===== src/rtl/ika2151_bus_writer.sv =====
// IKA2151 host-side write sequencer: buffers register writes in a FIFO and replays each one
// as an address strobe (A0=0) followed by a data strobe (A0=1) with programmable timing.
module ika2151_bus_writer #(
    parameter int unsigned DEPTH     = 4,
    parameter int unsigned SETUP_CYC = 15,
    parameter int unsigned PULSE_CYC = 20,
    parameter int unsigned RECOV_CYC = 15,
    parameter int unsigned BUSY_CYC  = 256
) (
    input  logic                   i_EMUCLK,
    input  logic                   i_IC_n,
    input  logic                   i_REQ_VALID,
    input  logic [7:0]             i_REQ_ADDR,
    input  logic [7:0]             i_REQ_DATA,
    output logic                   o_REQ_READY,
    output logic                   o_CS_n,
    output logic                   o_WR_n,
    output logic                   o_A0,
    output logic [7:0]             o_D,
    output logic                   o_IDLE,
    output logic [$clog2(DEPTH):0] o_FIFO_CNT
);

    localparam int unsigned PW       = $clog2(DEPTH);
    localparam logic [PW:0] FULL     = (PW + 1)'(DEPTH);
    localparam logic [15:0] SETUP_LD = 16'(SETUP_CYC - 1);
    localparam logic [15:0] PULSE_LD = 16'(PULSE_CYC - 1);
    localparam logic [15:0] RECOV_LD = 16'(RECOV_CYC - 1);
    localparam logic [15:0] BUSY_LD  = (BUSY_CYC == 0) ? 16'd0 : 16'(BUSY_CYC - 1);

    typedef enum logic [2:0] {
        StIdle, StASetup, StAPulse, StARecov, StDSetup, StDPulse, StDRecov, StBusy
    } state_e;

    // FIFO
    logic [15:0]   mem [DEPTH];
    logic [PW-1:0] wptr_q, rptr_q;
    logic [PW:0]   cnt_q, cnt_d;
    logic [15:0]   head;
    logic          push, pop;

    assign o_REQ_READY = (cnt_q != FULL);
    assign push        = i_REQ_VALID && o_REQ_READY;
    assign head        = mem[rptr_q];
    assign o_FIFO_CNT  = cnt_q;

    always_ff @(posedge i_EMUCLK) begin
        if (push) mem[wptr_q] <= {i_REQ_ADDR, i_REQ_DATA};
    end

    always_comb begin
        cnt_d = cnt_q;
        if (push && !pop)      cnt_d = cnt_q + 1'b1;
        else if (!push && pop) cnt_d = cnt_q - 1'b1;
    end

    // Sequencer
    state_e      state_q, state_d;
    logic [15:0] tmr_q, tmr_d;
    logic [7:0]  addr_q, addr_d, data_q, data_d;
    logic [7:0]  cache_q, cache_d;
    logic        cache_vld_q, cache_vld_d;
    logic        cs_n_q, cs_n_d, wr_n_q, wr_n_d, a0_q, a0_d, idle_q, idle_d;
    logic [7:0]  d_q, d_d;

    always_comb begin
        state_d     = state_q;
        tmr_d       = tmr_q;
        addr_d      = addr_q;
        data_d      = data_q;
        cache_d     = cache_q;
        cache_vld_d = cache_vld_q;
        pop         = 1'b0;
        unique case (state_q)
            StIdle: begin
                if (cnt_q != '0) begin
                    pop    = 1'b1;
                    addr_d = head[15:8];
                    data_d = head[7:0];
                    tmr_d  = SETUP_LD;
                    // The chip keeps its address latch, so a repeated address skips phase A.
                    if (!cache_vld_q || cache_q != head[15:8]) state_d = StASetup;
                    else                                       state_d = StDSetup;
                end
            end
            StASetup: begin
                if (tmr_q == '0) begin state_d = StAPulse; tmr_d = PULSE_LD; end
                else tmr_d = tmr_q - 16'd1;
            end
            StAPulse: begin
                if (tmr_q == '0) begin
                    state_d     = StARecov;
                    tmr_d       = RECOV_LD;
                    cache_d     = addr_q;
                    cache_vld_d = 1'b1;
                end else tmr_d = tmr_q - 16'd1;
            end
            StARecov: begin
                if (tmr_q == '0) begin state_d = StDSetup; tmr_d = SETUP_LD; end
                else tmr_d = tmr_q - 16'd1;
            end
            StDSetup: begin
                if (tmr_q == '0) begin state_d = StDPulse; tmr_d = PULSE_LD; end
                else tmr_d = tmr_q - 16'd1;
            end
            StDPulse: begin
                if (tmr_q == '0) begin state_d = StDRecov; tmr_d = RECOV_LD; end
                else tmr_d = tmr_q - 16'd1;
            end
            StDRecov: begin
                if (tmr_q == '0) begin
                    state_d = (BUSY_CYC == 0) ? StIdle : StBusy;
                    tmr_d   = BUSY_LD;
                end else tmr_d = tmr_q - 16'd1;
            end
            StBusy: begin
                if (tmr_q == '0) state_d = StIdle;
                else tmr_d = tmr_q - 16'd1;
            end
            default: state_d = StIdle;
        endcase
    end

    // Outputs are decoded from the next state so the pins change on the same edge as the FSM.
    always_comb begin
        cs_n_d = !(state_d inside {StASetup, StAPulse, StDSetup, StDPulse});
        wr_n_d = !(state_d inside {StAPulse, StDPulse});
        a0_d   = a0_q;
        d_d    = d_q;
        if (state_d inside {StASetup, StAPulse, StARecov}) begin
            a0_d = 1'b0;
            d_d  = addr_d;
        end else if (state_d inside {StDSetup, StDPulse, StDRecov}) begin
            a0_d = 1'b1;
            d_d  = data_d;
        end
        idle_d = (state_d == StIdle) && (cnt_d == '0);
    end

    always_ff @(posedge i_EMUCLK or negedge i_IC_n) begin
        if (!i_IC_n) begin
            wptr_q      <= '0;
            rptr_q      <= '0;
            cnt_q       <= '0;
            state_q     <= StIdle;
            tmr_q       <= '0;
            addr_q      <= '0;
            data_q      <= '0;
            cache_q     <= '0;
            cache_vld_q <= 1'b0;
            cs_n_q      <= 1'b1;
            wr_n_q      <= 1'b1;
            a0_q        <= 1'b0;
            d_q         <= '0;
            idle_q      <= 1'b1;
        end else begin
            if (push) wptr_q <= wptr_q + 1'b1;
            if (pop)  rptr_q <= rptr_q + 1'b1;
            cnt_q       <= cnt_d;
            state_q     <= state_d;
            tmr_q       <= tmr_d;
            addr_q      <= addr_d;
            data_q      <= data_d;
            cache_q     <= cache_d;
            cache_vld_q <= cache_vld_d;
            cs_n_q      <= cs_n_d;
            wr_n_q      <= wr_n_d;
            a0_q        <= a0_d;
            d_q         <= d_d;
            idle_q      <= idle_d;
        end
    end

    assign o_CS_n = cs_n_q;
    assign o_WR_n = wr_n_q;
    assign o_A0   = a0_q;
    assign o_D    = d_q;
    assign o_IDLE = idle_q;

endmodule

===== config.mk =====
export PLATFORM = sky130hd
export DESIGN_NAME = ika2151_bus_writer
export DESIGN_NICKNAME = d
export VERILOG_FILES = /design/src/rtl/ika2151_bus_writer.sv
export SDC_FILE = /design/constraint.sdc
export NUM_CORES = 1
export LEC_CHECK = 0
export CAP_MARGIN = 20
export CORE_ASPECT_RATIO = 0.9
export CORE_MARGIN = 3
export CORE_UTILIZATION = 35
export CTS_CLUSTER_DIAMETER = 150
export DETAILED_ROUTE_END_ITERATION = 12
export DONT_BUFFER_PORTS = 1
export GPL_ROUTABILITY_DRIVEN = 0
export PLACE_DENSITY = 0.56
export SKIP_LAST_GASP = 1
export SLEW_MARGIN = 20
export SYNTH_ARGS = -nofsm -noshare
export SYNTH_HDL_FRONTEND = slang
export SYNTH_SLANG_ARGS = --single-unit
export TNS_END_PERCENT = 5

===== constraint.sdc =====
create_clock -name i_EMUCLK -period 2.4 [get_ports i_EMUCLK]
set_input_delay 0.12 -clock i_EMUCLK [delete_from_list [all_inputs] [get_ports i_EMUCLK]]
set_output_delay 0.12 -clock i_EMUCLK [all_outputs]
set_load 0.01 [all_outputs]

Word level (Yosys, flattened, before mapping) --
Memory sizes are Yosys's and may differ from the RTL's. Index checks and enable logic that the tools add are counted.
Storage, ports and cells: RAM bits 64, memories kept 1, flip-flop bits (word level) 63, word-level logic and storage cells 91
Cells by class: eq/ne operators 17, reduce and logical (&&, ||, !) cells 24, add/sub/neg operators 5, muxes and demuxes 30
Memory list:
- mem | depth 4, bits a word 16, read ports 1, clocked after memory_dff 0, wr ports 1, RTL line 36 | logic [15:0] mem [DEPTH];
Operator list (number):
- $mux 16 | 5
- $pmux 16 s5 | 1
- $mux 8 | 6
- $mux 3 | 11
- $pmux 3 s8 | 1
- $eq 3x3->1 const B | 7
- $logic_not 16->1 | 1
- $sub 16x1->16 const B | 1
- $eq 3x2->1 const B | 4
- $logic_not 3->1 | 3
- $reduce_bool 3->1 | 3
- $ne 8x8->1 | 1
- $eq 3x1->1 const B | 2
- $mux 1 | 6
- $logic_not 1->1 | 5
- $add 2x1->2 const B | 2
- $logic_and 1x1->1 | 4
- $ne 2x2->1 const B | 2
- $reduce_and 2->1 | 2
- $reduce_bool 2->1 | 2
- $reduce_bool 4->1 | 1
- $add 3x1->3 const B | 1
- $ne 3x3->1 const B | 1
- $reduce_or 3->1 | 1
- 3 further kinds | 3

Longest topological paths before layout --
Gate-level depths: netlist (run 1). An unclocked memory read counts as a cell.
depth after elaboration 10, depth in mapped cells 10, gate-level depth less buffers 8

Worst setup path after synthesis (run 1) --
No wires, ideal clock.
kind reg-to-reg, start reg rptr_q[0], end reg d_q[6] (netlist: o_D[6]), setup time 0.141 ns, slack 0.296 ns, stages on the path, launching flop included 7, data arrival time 1.963 ns, clock period less this slack 2.104 ns, cells stage by stage dfrtp_1 > mux4_2 > xor2_1 > nor3_2 > o211ai_2 > nor3_4 > o22ai_1
On the way: word-level cells in the longest chain between the ends 9, elaborated cells on any way between the ends 21
RTL lines:
- start, declared | RTL line 37 | logic [PW-1:0] wptr_q, rptr_q;
- start signal, assigned | RTL line 158 | if (pop) rptr_q <= rptr_q + 1'b1;
- $mem_v2 4x16 (*)
- $ne 8x8->1 | RTL line 82 | if (!cache_vld_q || cache_q != head[15:8]) state_d = StASetup;
- $logic_or 1x1->1 | RTL line 82
- $mux 3 | RTL line 82
- $mux 3 | RTL line 76 | if (cnt_q != '0) begin
- $pmux 3 s8 | RTL line 74 | unique case (state_q)
- $eq 3x1->1 (tied with other cells) | RTL line 130 | if (state_d inside {StASetup, StAPulse, StARecov}) begin
- $reduce_bool 3->1, on equally long branches | RTL line 130, 133
- $mux 8 or $reduce_bool 2->1 (tied branches)
- end signal, assigned | RTL line 154 | d_q <= '0;
- end signal, assigned | RTL line 169 | d_q <= d_d;
- end, declared | RTL line 64 | logic [7:0] d_q, d_d;
Mark *: on every way between the ends. The rest lies on a longest branch, timed or not. The select of a mux whose other input is x is not followed. A chain may end at the register's enable or synchronous reset.

Worst setup path after layout (run 1) --
start reg rptr_q[0], end reg d_q[4] (netlist: o_D[4])
Same word-level chain as after synthesis.

==> summary.txt, run 1 <==
Final setup margin: 89.9 ps
LEAKAGE: 2.81 nW
Post-synthesis sequential area ratio: 61.8%
Routed length per placed instance: 17.4 µm
EDFF count, synth: 64
Outcome: completed
Area of the core: 15,700 µm²
CTS tree: built
Via count: 3,491
Simple-Gate Fraction of Synth Area: 10.0%
Setup WS pre-CTS: 24.2 ps
Asr flop ratio synth: 49.6%
Syn Area/Cell: 13.8 µm²
Setup crit end: o_D[4]
Critical path origin: rptr_q[0]
Uppermost layer routed: met4
Max frequency: 433 MHz
Sink Count: 127
Nets: 490
Starting DRT DRC Count: 255
Yosys warning total: 0
Cells after Synth: 411
PortBufs: 0
Synth Area in XOR/XNOR: 2.78%
Vias in the first global route: 3,575
Largest net degree at the start of global routing: 64
H-tree levels: 4
Ports: 35
Final wirelength: 11,800 µm
Reg2reg end: o_D[4]
Ant diodes: 0
Primary FF master, synth: edfxtp_1
Slew Viols, Final: 0
WL met2: 5470 µm
Setup Viol. Count Final: 0
Drt first pass iters: 4
Clock Tree Root: clkbuf_16
Critical Path RT: 2730 ps
Largest family of logic cells by synthesized area: multiplexers
Reg2reg path depth: 6
#FFs+latches synth: 127
Skew-Pair Late Insertion Delay: 420 ps
Commonest non-fill, non-tap cells in the layout: edfxtp_1, dfrtp_1, buf_4, nand2_1, inv_1
Actual slew at the worst max-slew pin: 655 ps
Row Count: 43
CP Class: flip-flop to flip-flop
Slew margin rel.: 56.3%
First-pass GRT wire length: 19,400 µm
Post-synthesis adder-cell area fraction: 2.34%
Register-to-Register Setup Slack: 90 ps
Dpl hpwl: 8160 µm
Startpoint Class: flip-flop
VDD IR max: 0.764 mV
Total GRT Usage: 14.3%
Commonest non-fill, non-tap cell in the layout: edfxtp_1
Worst hold path type: input port to flip-flop
Die Width: 140 µm
Reg-to-reg startpoint: rptr_q[0]
Final min period: 2310 ps
Post-Syn Nets: 439
CTS buffer count: 17
Final Util: 43.8%
CTS max path bufs: 2
Fillcell total: 1,417
Arr. time, crit path: 2640 ps
RSZ-0062 raised after global routing: yes
Cell area power density: 865 nW/µm²
M1 WL: 5390 µm
Hold Vio Cnt, Final: 0
DRC viols: 0
Layout cells sized above 1: 21.3%
Initial Util: 36.2%
Clk_skew: 7.57 ps
Die height: 127 µm
Count of cell types in the netlist: 59
Cell area after synthesis: 5660 µm²
Compound-Gate Fraction of Synth Area: 9.28%
Die area: 17,700 µm²
Setup Buffers After CTS: 0
Mux cell area share after synthesis: 10.8%
Area Overhead vs Synth: 21.2%
Max Cap Viol: 0
Final period utilization: 96.3%
Crit. End Element: flip-flop
Grt total ovfl: 0
Via density: 5.16
Routed met3 length: 747 µm
Clock slew at reported path FFs: 60 ps
Antenna violations before repair: 0
CP max FO: 10
Antenna-violating nets left: 0
cell families after synthesis:
kind of cell / after synthesis
compound gates: 74
xor+xnor: 18
fa+ha+maj: 11
buf+inv: 36
flops: 127
mux: 43
simple gates: 102
critical path, cell delays in order (launching register included):
cell and delay (ps):
dfrtp_1 450, buf_4 220, mux4_2 560, xnor2_1 220
o211ai_2 190, o31a_4 440, o22ai_2 160
synth_stat cells, types with 4 or more instances:
cell type | number | area (µm²)
edfxtp_1 | 64 | 1920
dfrtp_1 | 60 | 1500
nand2_1 | 28 | 105
inv_1 | 20 | 75.1
nor2_1 | 19 | 71.3
a21oi_1 | 16 | 80.1
mux2i_1 | 16 | 160
mux4_2 | 12 | 270
o21ai_1 | 12 | 60.1
xnor2_1 | 12 | 105
buf_2 | 10 | 50.1
nand3_1 | 10 | 50.1
a22oi_1 | 9 | 67.6
ha_1 | 9 | 113
mux2_1 | 8 | 90.1
o22ai_2 | 7 | 87.6
mux2_2 | 6 | 67.6
o21ai_0 | 6 | 30.0
xor2_1 | 6 | 52.6
and3_1 | 5 | 31.3
nor2b_1 | 5 | 31.3
nor3_1 | 5 | 25.0
or3_1 | 5 | 31.3
and2_1 | 4 | 25.0
nand4_1 | 4 | 25.0
final cells by class:
class	count	area [µm²]	area share (%)
timing repair buffer	48	423	6.16
clock buffer	18	429	6.25
clock inverter	14	165	2.41
multi-input combinational	248	2020	29.4
tap	202	253	3.68
sequential	127	3500	51.0
inverter	20	75.1	1.09
worst min path at each step:
stage | from | endpoint | slack [ps] | cells past startpoint
floorplan | i_IC_n | addr_q[0] | -180 | 0
global placement | i_IC_n | tmr_q[7] | -170 | 0
detailed placement | i_IC_n | tmr_q[6] | -170 | 0
CTS | i_REQ_VALID | wptr_q[0] | 110 | 2
global route | i_REQ_VALID | wptr_q[0] | 130 | 2
finish | i_REQ_VALID | wptr_q[0] | 130 | 2
report_power, final:
group	leakage, nW	internal, W	switching (W)	total (W)
logic	1.17	0.000283	0.000430	0.000713
clock network	0.293	0.00163	0.000951	0.00258
registers	1.35	0.00258	0.0000654	0.00264
flip-flops by register name, summed over array words and instances, names as in the netlist:
signal	cells
o_WR_n	1
cache_q	8
cache_vld_q	1
data_q	8
o_A0	1
o_D	8
mem	64
rptr_q	2
tmr_q	16
addr_q	8
o_FIFO_CNT	3
o_CS_n	1
o_IDLE	1
state_q	3
wptr_q	2
stage by stage:
stage                     hold slack [ps]  std cells  cell area [µm²]  power (W)  TNS (ps)
after global placement               -173        627             6050    0.00333         0
final                                 131        677             6860    0.00593         0
after CTS                             111        677             6850    0.00602         0
after detailed placement             -174        627             6050    0.00336         0
after floorplan                      -176        411             5660    0.00310         0
after global routing                  128        677             6860    0.00620      -172
metal layers:
| metal | GRT usage (%) | vias to the layer above |
|---|---|---|
| li1 | - | 1655 |
| met1 | 18.7 | 1753 |
| met2 | 21.7 | 70 |
| met3 | 5.92 | 13 |
| met4 | 4.79 | 0 |
| met5 | 0 | - |
repair_timing:
action | in CTS | in global routing
setup endpoints to repair | 1 | 23
hold endpoints to repair | 127 | 0
gates resized for setup | 1 | 2
hold buffers | 18 | 0
Note: power is estimated with default switching activity, not from simulation.
==> inputs of run 2 (changes only) <==
--- a/config.mk
+++ b/config.mk
@@ -10,9 +10,11 @@
 export CORE_MARGIN = 3
 export CORE_UTILIZATION = 35
 export CTS_CLUSTER_DIAMETER = 150
+export CTS_CLUSTER_SIZE = 14
 export DETAILED_ROUTE_END_ITERATION = 12
 export DONT_BUFFER_PORTS = 1
 export GPL_ROUTABILITY_DRIVEN = 0
+export MAX_ROUTING_LAYER = met4
 export PLACE_DENSITY = 0.56
 export SKIP_LAST_GASP = 1
 export SLEW_MARGIN = 20
==> run 2 against run 1 <==
Sequential power barely moved. Worst hold slack got worse by 1.7 ps. Critical path type unchanged. Routed wire length is 0.47% higher. Largest cell class unchanged.
==> summary.txt, run 2 (synthesized netlist as in run 1, its figures left out) <==
Die Width: 140 µm
Commonest non-fill, non-tap cell in the layout: edfxtp_1
Routed length per placed instance: 17.5 µm
Nets: 490
First-pass GRT wire length: 19,300 µm
Final wirelength: 11,800 µm
Largest registers: mem (64), tmr_q (16)
Sink Count: 127
Largest Register: mem
Final period utilization: 96.3%
Antenna violations before repair: 0
CTS buffer count: 17
Commonest non-fill, non-tap cells in the layout: edfxtp_1, dfrtp_1, buf_4, nand2_1, inv_1
Hold wc startpoint: i_REQ_VALID
Reg2reg end: o_D[4]
Slew margin rel.: 56.3%
Worst hold path type: input port to flip-flop
CP max FO: 10
Reg2reg path depth: 6
Startpoint Class: flip-flop
Fillcell total: 1,417
Outcome: completed
Ant diodes: 0
Die area: 17,700 µm²
Arr. time, crit path: 2640 ps
Die height: 127 µm
Drt first pass iters: 4
Total GRT Usage: 14.7%
H-tree levels: 4
Sum of negative setup slack: 0 ps
Clock slew at reported path FFs: 60 ps
Starting DRT DRC Count: 284
Initial Util: 36.2%
Setup Viol. Count Final: 0
Row Count: 43
Max FFs per register: 64
Worst path max stage delay: 560 ps
Hold path endpoint: wptr_q[0]
Reg-to-reg startpoint: rptr_q[0]
Via density: 5.17
Via count: 3,498
Area of the core: 15,700 µm²
LEAKAGE: 2.81 nW
Crit path buf inv count: 1
Layout cells sized above 1: 21.3%
Largest net degree at the start of global routing: 64
Critical Path RT: 2730 ps
Final min period: 2310 ps
Clock Tree Root: clkbuf_16
WHS Path Cells: 2
Crit path cell chain: buf_4 > mux4_2 > xnor2_1 > o211ai_2 > o31a_4 > o22ai_2
Cell area power density: 865 nW/µm²
CP Class: flip-flop to flip-flop
Dpl hpwl: 8160 µm
Crit. End Element: flip-flop
Slew Viols, Final: 0
DRC viols: 0
Vias in the first global route: 3,573
Post-Place Cells: 627
Skew-Pair Late Insertion Delay: 420 ps
Actual slew at the worst max-slew pin: 654 ps
Grt total ovfl: 0
Worst path top cell family by delay: compound AO/OA/AOI/OAI gates
VDD IR max: 0.763 mV
PortBufs: 0
Antenna-violating nets left: 0
Max Cap Viol: 0
Register-to-Register Setup Slack: 90 ps
RSZ-0062 raised after global routing: yes
CTS max path bufs: 2
Non-Filler Instances: 677
CTS tree: built
Area Overhead vs Synth: 21.2%
Hold Vio Cnt, Final: 0
Max frequency: 433 MHz
Ports: 35
Slowest CP cell: mux4_2
Clk_skew: 10.7 ps
run 2: worst register-to-register path, cell delays in order (launching register included):
cell	delay [ps]
dfrtp_1	450
buf_4	220
mux4_2	560
xnor2_1	220
o211ai_2	190
o31a_4	440
o22ai_2	160
run 2: worst max-delay path by stage:
stage | start | endpoint | slack, ps | depth (start not counted)
2_1_floorplan | rptr_q[0] | o_D[6] | 300 | 6
3_3_place_gp | rptr_q[0] | o_D[1] | 80 | 6
4_1_cts | tmr_q[0] | o_D[4] | 40 | 8
3_5_place_dp | rptr_q[0] | o_D[4] | 20 | 6
5_1_grt | rptr_q[0] | o_D[7] | -40 | 6
6_report | rptr_q[0] | o_D[4] | 90 | 6
run 2: stage by stage:
step,instance area (µm²),setup slack (ps),util [%],total power [W],hold slack (ps)
global placement,6050,82.2,38.7,0.00333,-173
floorplan,5660,296,-,0.00310,-176
finish,6860,88.6,43.8,0.00593,129
detailed placement,6050,24.2,38.7,0.00336,-174
CTS,6850,41.5,43.7,0.00602,111
global route,6860,-41.3,43.8,0.00620,128
run 2: area by class of cell:
class	count	area, µm²	area share (%)
sequential	127	3500	51.0
multi-input combinational	248	2020	29.4
clock buffer	18	429	6.25
timing repair buffer	48	423	6.16
tap	202	253	3.68
clock inverter	14	165	2.41
inverter	20	75.1	1.09
run 2: power breakdown:
group          switching [W]  internal (W)  leakage, nW  total, W
combinational       0.000431      0.000283         1.17  0.000714
sequential         0.0000655       0.00258         1.35   0.00264
clock               0.000950       0.00163        0.293   0.00258
total                0.00145       0.00449         2.81   0.00593
run 2: what timing repair did:
action,4_1_cts,5_1_grt
hold buffers,18,0
gates resized for setup,1,2
setup endpoints to repair,1,23
endpoints found under the hold margin,127,0
pin swaps,0,0
buffers inserted,0,0
run 2: per-layer routing:
| layer | vias up | global-route usage [%] | share of wire, % |
|---|---|---|---|
| met1 | 1763 | 18.8 | 46 |
| met5 | - | - | 0 |
| met3 | 12 | 5.80 | 6.2 |
| met2 | 70 | 21.7 | 47 |
| li1 | 1653 | - | - |
| met4 | 0 | 4.79 | 1.2 |
